[src/rtl/sweep_pkg.sv]
// Shared types and constants for the vector sweep controller.
//   sweep_state_t : FSM state encoding (IDLE, SETTLE, SAMPLE, DONE)
//   NUM_VEC       : vectors per pass (all combinations of a,b,c,d)
//   VEC_W         : vector width
//   CNT_W         : width of the settle timer, test_count and errors
//   sat_inc       : saturating increment for CNT_W-wide counters
package sweep_pkg;

  localparam int NUM_VEC = 16;
  localparam int VEC_W   = 4;
  localparam int CNT_W   = 8;

  typedef enum logic [1:0] {
    IDLE   = 2'd0,
    SETTLE = 2'd1,
    SAMPLE = 2'd2,
    DONE   = 2'd3
  } sweep_state_t;

  function automatic logic [CNT_W-1:0] sat_inc(input logic [CNT_W-1:0] v);
    return (v == {CNT_W{1'b1}}) ? v : v + 1'b1;
  endfunction

endpackage

[src/rtl/sweep_settle_cnt.sv]
// Settle timer: loadable down-counter with a terminal-count flag.
// Ports:
//   clk, reset_n : clock, asynchronous active-low reset
//   load         : load load_val (takes priority over en)
//   load_val     : value to load
//   en           : decrement by one while non-zero
//   tc           : counter has reached zero
module sweep_settle_cnt
  import sweep_pkg::*;
(
  input  logic             clk,
  input  logic             reset_n,
  input  logic             load,
  input  logic [CNT_W-1:0] load_val,
  input  logic             en,
  output logic             tc
);

  logic [CNT_W-1:0] cnt;

  always_ff @(posedge clk or negedge reset_n) begin
    if (!reset_n) begin
      cnt <= '0;
    end else if (load) begin
      cnt <= load_val;
    end else if (en && (cnt != '0)) begin
      cnt <= cnt - 1'b1;
    end
  end

  assign tc = (cnt == '0);

endmodule

[src/rtl/vector_sweep_ctrl.sv]
// Exhaustive vector sweep of a 4-input combinational block.
// Drives {a,b,c,d} through 0..15 REPEAT times, holds each vector for
// SETTLE_CYC cycles, then samples y for one cycle and compares it with
// EXP_TABLE[vector]. Reports counts and a pass flag at the end of the run.
//
// Handshake: start is a level request that is only looked at in IDLE, so a
// start held high or raised while busy never disturbs a run in progress.
// done is a single-cycle completion pulse; pass follows one cycle later and
// stays valid until the next accepted start.
//
// Ports:
//   clk, reset_n     : clock, asynchronous active-low reset
//   start            : run request
//   y                : output of the block under sweep
//   a, b, c, d       : registered stimulus, a is the MSB of the vector
//   busy             : high in SETTLE and SAMPLE
//   done             : one-cycle pulse while in DONE
//   test_count       : vectors sampled in the current/last run
//   errors           : mismatches in the current/last run (saturating)
//   pass             : last run completed with no mismatches
//   state_dbg        : current FSM state (sweep_state_t encoding)
//   first_fail_vld   : a mismatch has been seen in this run  (errlog build)
//   first_fail_vec   : vector of the first mismatch          (errlog build)
// Build option: define VECTOR_SWEEP_ERRLOG_EN to add the first-fail log.
module vector_sweep_ctrl
  import sweep_pkg::*;
#(
  parameter int          SETTLE_CYC = 5,
  parameter int          REPEAT     = 2,
  parameter logic [15:0] EXP_TABLE  = 16'h0000
) (
  input  logic             clk,
  input  logic             reset_n,
  input  logic             start,
  input  logic             y,
  output logic             a,
  output logic             b,
  output logic             c,
  output logic             d,
  output logic             busy,
  output logic             done,
  output logic [CNT_W-1:0] test_count,
  output logic [CNT_W-1:0] errors,
  output logic             pass,
  output logic [1:0]       state_dbg
`ifdef VECTOR_SWEEP_ERRLOG_EN
  ,
  output logic             first_fail_vld,
  output logic [VEC_W-1:0] first_fail_vec
`endif
);

  localparam logic [CNT_W-1:0] SETTLE_LOAD = CNT_W'(SETTLE_CYC - 1);
  localparam logic [3:0]       LAST_PASS   = 4'(REPEAT - 1);
  localparam logic [VEC_W-1:0] LAST_VEC    = VEC_W'(NUM_VEC - 1);

  sweep_state_t     state;
  logic [VEC_W-1:0] vec;
  logic [3:0]       pass_idx;
  logic             settle_load;
  logic             settle_tc;
  logic             mismatch;

  // The timer is reloaded on every SAMPLE cycle; when that SAMPLE ends the
  // run the reloaded value is simply never used.
  assign settle_load = ((state == IDLE) && start) || (state == SAMPLE);
  assign mismatch    = (y != EXP_TABLE[vec]);

  sweep_settle_cnt u_settle_cnt (
    .clk      (clk),
    .reset_n  (reset_n),
    .load     (settle_load),
    .load_val (SETTLE_LOAD),
    .en       (state == SETTLE),
    .tc       (settle_tc)
  );

  // vec is the stimulus register itself; it is forced back to 0 on the way
  // out of a run so the block under sweep sees 4'h0 whenever idle.
  assign {a, b, c, d} = vec;
  assign state_dbg    = state;

  always_ff @(posedge clk or negedge reset_n) begin
    if (!reset_n) begin
      state      <= IDLE;
      vec        <= '0;
      pass_idx   <= '0;
      busy       <= 1'b0;
      done       <= 1'b0;
      pass       <= 1'b0;
      test_count <= '0;
      errors     <= '0;
    end else begin
      done <= 1'b0;
      case (state)
        IDLE: begin
          if (start) begin
            vec        <= '0;
            pass_idx   <= '0;
            test_count <= '0;
            errors     <= '0;
            pass       <= 1'b0;
            busy       <= 1'b1;
            state      <= SETTLE;
          end
        end
        SETTLE: begin
          if (settle_tc) state <= SAMPLE;
        end
        SAMPLE: begin
          test_count <= test_count + 1'b1;
          if (mismatch) errors <= sat_inc(errors);
          if (vec != LAST_VEC) begin
            vec   <= vec + 1'b1;
            state <= SETTLE;
          end else if (pass_idx < LAST_PASS) begin
            vec      <= '0;
            pass_idx <= pass_idx + 1'b1;
            state    <= SETTLE;
          end else begin
            vec   <= '0;
            busy  <= 1'b0;
            done  <= 1'b1;
            state <= DONE;
          end
        end
        DONE: begin
          pass  <= (errors == '0);
          state <= IDLE;
        end
        default: state <= IDLE;
      endcase
    end
  end

`ifdef VECTOR_SWEEP_ERRLOG_EN
  always_ff @(posedge clk or negedge reset_n) begin
    if (!reset_n) begin
      first_fail_vld <= 1'b0;
      first_fail_vec <= '0;
    end else if ((state == IDLE) && start) begin
      first_fail_vld <= 1'b0;
      first_fail_vec <= '0;
    end else if ((state == SAMPLE) && mismatch && !first_fail_vld) begin
      first_fail_vld <= 1'b1;
      first_fail_vec <= vec;
    end
  end
`endif

endmodule

[config.mk]
export PLATFORM = sky130hd
export DESIGN_NAME = vector_sweep_ctrl
export DESIGN_NICKNAME = d
export VERILOG_FILES = /design/src/rtl/sweep_pkg.sv /design/src/rtl/sweep_settle_cnt.sv /design/src/rtl/vector_sweep_ctrl.sv
export SDC_FILE = /design/constraint.sdc
export NUM_CORES = 1
export LEC_CHECK = 0
export CORE_ASPECT_RATIO = 0.7
export CORE_MARGIN = 2
export CORE_UTILIZATION = 45
export CTS_CLUSTER_DIAMETER = 100
export CTS_CLUSTER_SIZE = 10
export DETAILED_ROUTE_END_ITERATION = 12
export MAX_ROUTING_LAYER = met4
export PLACE_DENSITY = 0.75
export SYNTH_ARGS = -nofsm -noshare
export SYNTH_HDL_FRONTEND = slang
export SYNTH_SLANG_ARGS = --single-unit
export TNS_END_PERCENT = 30
[constraint.sdc]
create_clock -name clk -period 1.7 [get_ports clk]
set_input_delay 0.255 -clock clk [delete_from_list [all_inputs] [get_ports clk]]
set_output_delay 0.255 -clock clk [all_outputs]
set_load 0.02 [all_outputs]
==> reports/results.txt <==
Reg area -> 928 sq um
Initial antenna violation count -> 0
Footprint of the multi-input gates -> 983 sq um
WL per Instance -> 14.4 microns
Final Cycle Share -> 96.9%
Detailed-route via count -> 1674
Core area -> 4020 sq um
Hold WS -> 0.460 ns
Unique masters post-synth -> 45
P_int -> 2330 uW
Global route total overflow -> 0
Max-slew headroom -> 66.7%
Worst setup EP type -> register
DR iter-0 viols -> 118
Max FO, Critical Path -> 3
Post-synthesis sequential area ratio -> 48.0%
H-tree levels -> 2
TritonCTS Buffers -> 5
Final hold violations -> 0
Leading cell types in the layout, fill and taps excluded -> dfrtp_1 (35), clkdlybuf4s50_1 (27), buf_4 (23), nor2_1 (21), o21ai_0 (18)
Most common cell after layout, fill and taps aside -> dfrtp_1
Max Fclk -> 607 MHz
Site Rows -> 19
Worst Max-Slew Pin Slew -> 0.499 ns
Area of the mapped netlist -> 1930 sq um
Die Ht -> 58.8 microns
RSZ-0062 raised after global routing -> yes
Outcome -> finished, final reports clean
Largest stage delay, worst path -> 0.40 ns
Type of the tightest min-delay check -> in -> async
Diode count -> 0
CTS clk-pin slew, worst paths -> 0.07 ns
Final nets -> 262
WL final -> 4360 microns
Crit-path cells -> inv_1 > ha_1 > or3b_4 > o21ai_2 > a21oi_1 > a31o_2
Vias in the first global route -> 1626
Max Cap Viol -> 0
Sw Share -> 39.5%
Initial Util -> 48.0%
Area contributors post-synth -> dfrtp_1 (48%), ha_1 (5.2%), o21ai_0 (4.9%)
Post-Syn Instances -> 197
Gate power share -> 48.2%
Most used DFF post-synth -> dfrtp_1
R2r startpoint -> pass_idx[0]$_DFFE_PN0P_
Fill count -> 329
Max-slew violation count -> 0
Synth area leader -> dfrtp_1
Longest Clk Path Bufs -> 2
Peak supply drop -> 0.896 mV
Crit path buf inv count -> 1
YS warnings -> 0
Residual DRC -> 0
Number of flops mapped to enable cells by yosys -> 0
Worst clock skew -> 0.00176 ns
Data required time of the critical path -> 1.88 ns
Reg2reg setup slack -> 0.05 ns
Cell Pwr Density -> 1500 nW/um^2
Cell family with most CP delay -> compound AO/OA/AOI/OAI gates
GRT Total Usage -> 22.0%
Switching Power -> 1520 uW
Clock power share -> 17.3%
Vias per inst -> 5.52
Final min period -> 1.65 ns
Ports -> 29
Share of cells above drive strength 1 -> 21.9%
Total chip power -> 3850 uW
Slowest CP cell -> or3b_4
# Post-CTS Setup Buffers -> 0
CP Launch Point -> pass_idx[0]$_DFFE_PN0P_
Global-route wire length before repair -> 7670 microns
Mapped Avg Cell Area -> 9.79 sq um
Critical path class -> reg -> reg
Async S/R FF share, synth -> 100%
Die width -> 82.3 microns
Leakage Power -> 0.00117 uW
CP Launch Type -> register
Root Driver -> clkbuf_8
Worst Reg-to-Reg Cells -> 6
CTS tree -> yes
Die footprint -> 4840 sq um
Endpoints failing setup -> 0
Post-DP HPWL -> 3160 microns
Area Growth Syn to Fin -> 33.2%
Data arrival, critical path -> 1.83 ns
Sequential share of power -> 34.4%
Port bufs -> 28
RePlAce Congestion -> 0.830
Synth Register Bits -> 37
Levels on crit path -> 6
RR Endpoint -> pass_idx[1]$_DFFE_PN0P_
Post-synth top area share -> 48.0%
Drt first pass iters -> 4
DRT antenna net count -> 0
Largest net degree at the start of global routing -> 24
Clk_lat worst skew -> 0.29 ns
Sink Count -> 37
Syn Nets -> 209
-- cell type report --
cell class,count,area share (%)
clock inverter,1,0.195
multi-input combinational,145,38.3
tap,52,2.53
sequential,37,36.1
inverter,9,1.31
clock buffer,7,3.75
timing repair buffer,52,17.8
-- metal layers --
metal  vias up  GRT usage, %  share of wire [%]
met5         -             -                  0
met4         0          8.57                2.0
met3        11          4.75                4.8
met2        46          30.5                 44
met1       800          31.6                 49
li1        817             -                  -
-- sequential cells by signal, summed over array words and instances (netlist names) --
register and flops:
u_settle_cnt.cnt 8, test_count 8, errors 8, vec 4, done 1, state_dbg 2, pass 1, pass_idx 4
busy 1
-- Yosys cell counts, drive strengths merged, types with 2 or more instances --
library cell,number
dfrtp,37
nor2,22
o21ai,19
nand2,13
inv,9
nand3,9
a21oi,8
and3,8
ha,8
nand4,5
nor3,5
a21o,4
a31oi,4
a211oi,3
buf,3
clkbuf,3
nand2b,3
or2,3
xnor2,3
a31o,2
and2,2
mux2i,2
nand3b,2
nor2b,2
nor4,2
o22a,2
-- metrics by stage --
stage               setup slack (ns)  setup TNS (ns)  std cells  util (%)  instance area [sq um]
detailed placement            -0.134          -0.268        294      60.3                   2420
CTS                           0.0245               0        303      63.3                   2540
global placement             -0.0704          -0.137        294      60.3                   2420
global route                 -0.0429          -0.173        303      64.0                   2570
finish                        0.0531               0        303      64.0                   2570
floorplan                   -0.00797         -0.0159        197         -                   1950
-- power groups by stage --
stage                     Clock, uW  Sequential [uW]  Combinational, uW
after floorplan                   0             1440                930
after global placement            0             1320               1750
after detailed placement          0             1330               1790
after CTS                       691             1310               1810
after global routing            742             1360               2070
final                           667             1320               1850
-- cells by family after synthesis --
group	after synthesis	share of synthesized area (%)
AO/OA/AOI/OAI	50	17.3
flip-flops	37	48.0
AND/OR/NAND/NOR	81	23.0
XOR/XNOR	3	1.36
adder cells (fa/ha/maj)	8	5.19
buffers and inverters	15	3.57
multiplexers	3	1.62
-- repair_timing --
| action | CTS | global route |
|---|---|---|
| cloned | 0 | 0 |
| endpoints found under the setup margin | 3 | 13 |
| resized for setup | 3 | 7 |
| hold buffers | 1 | 0 |
| hold endpoints to repair | 21 | 0 |
| pin swaps | 2 | 1 |
-- worst max-delay path by stage --
stage,endpoint,slack (ns)
2_1_floorplan,pass_idx[0]$_DFFE_PN0P_,-0.008
4_1_cts,u_settle_cnt.cnt[5]$_DFFE_PN0P_,0.02
6_report,pass_idx[1]$_DFFE_PN0P_,0.05
3_5_place_dp,pass_idx[1]$_DFFE_PN0P_,-0.13
5_1_grt,u_settle_cnt.cnt[7]$_DFFE_PN0P_,-0.04
3_3_place_gp,pass_idx[1]$_DFFE_PN0P_,-0.07
Power figures use the tool's default switching activity.
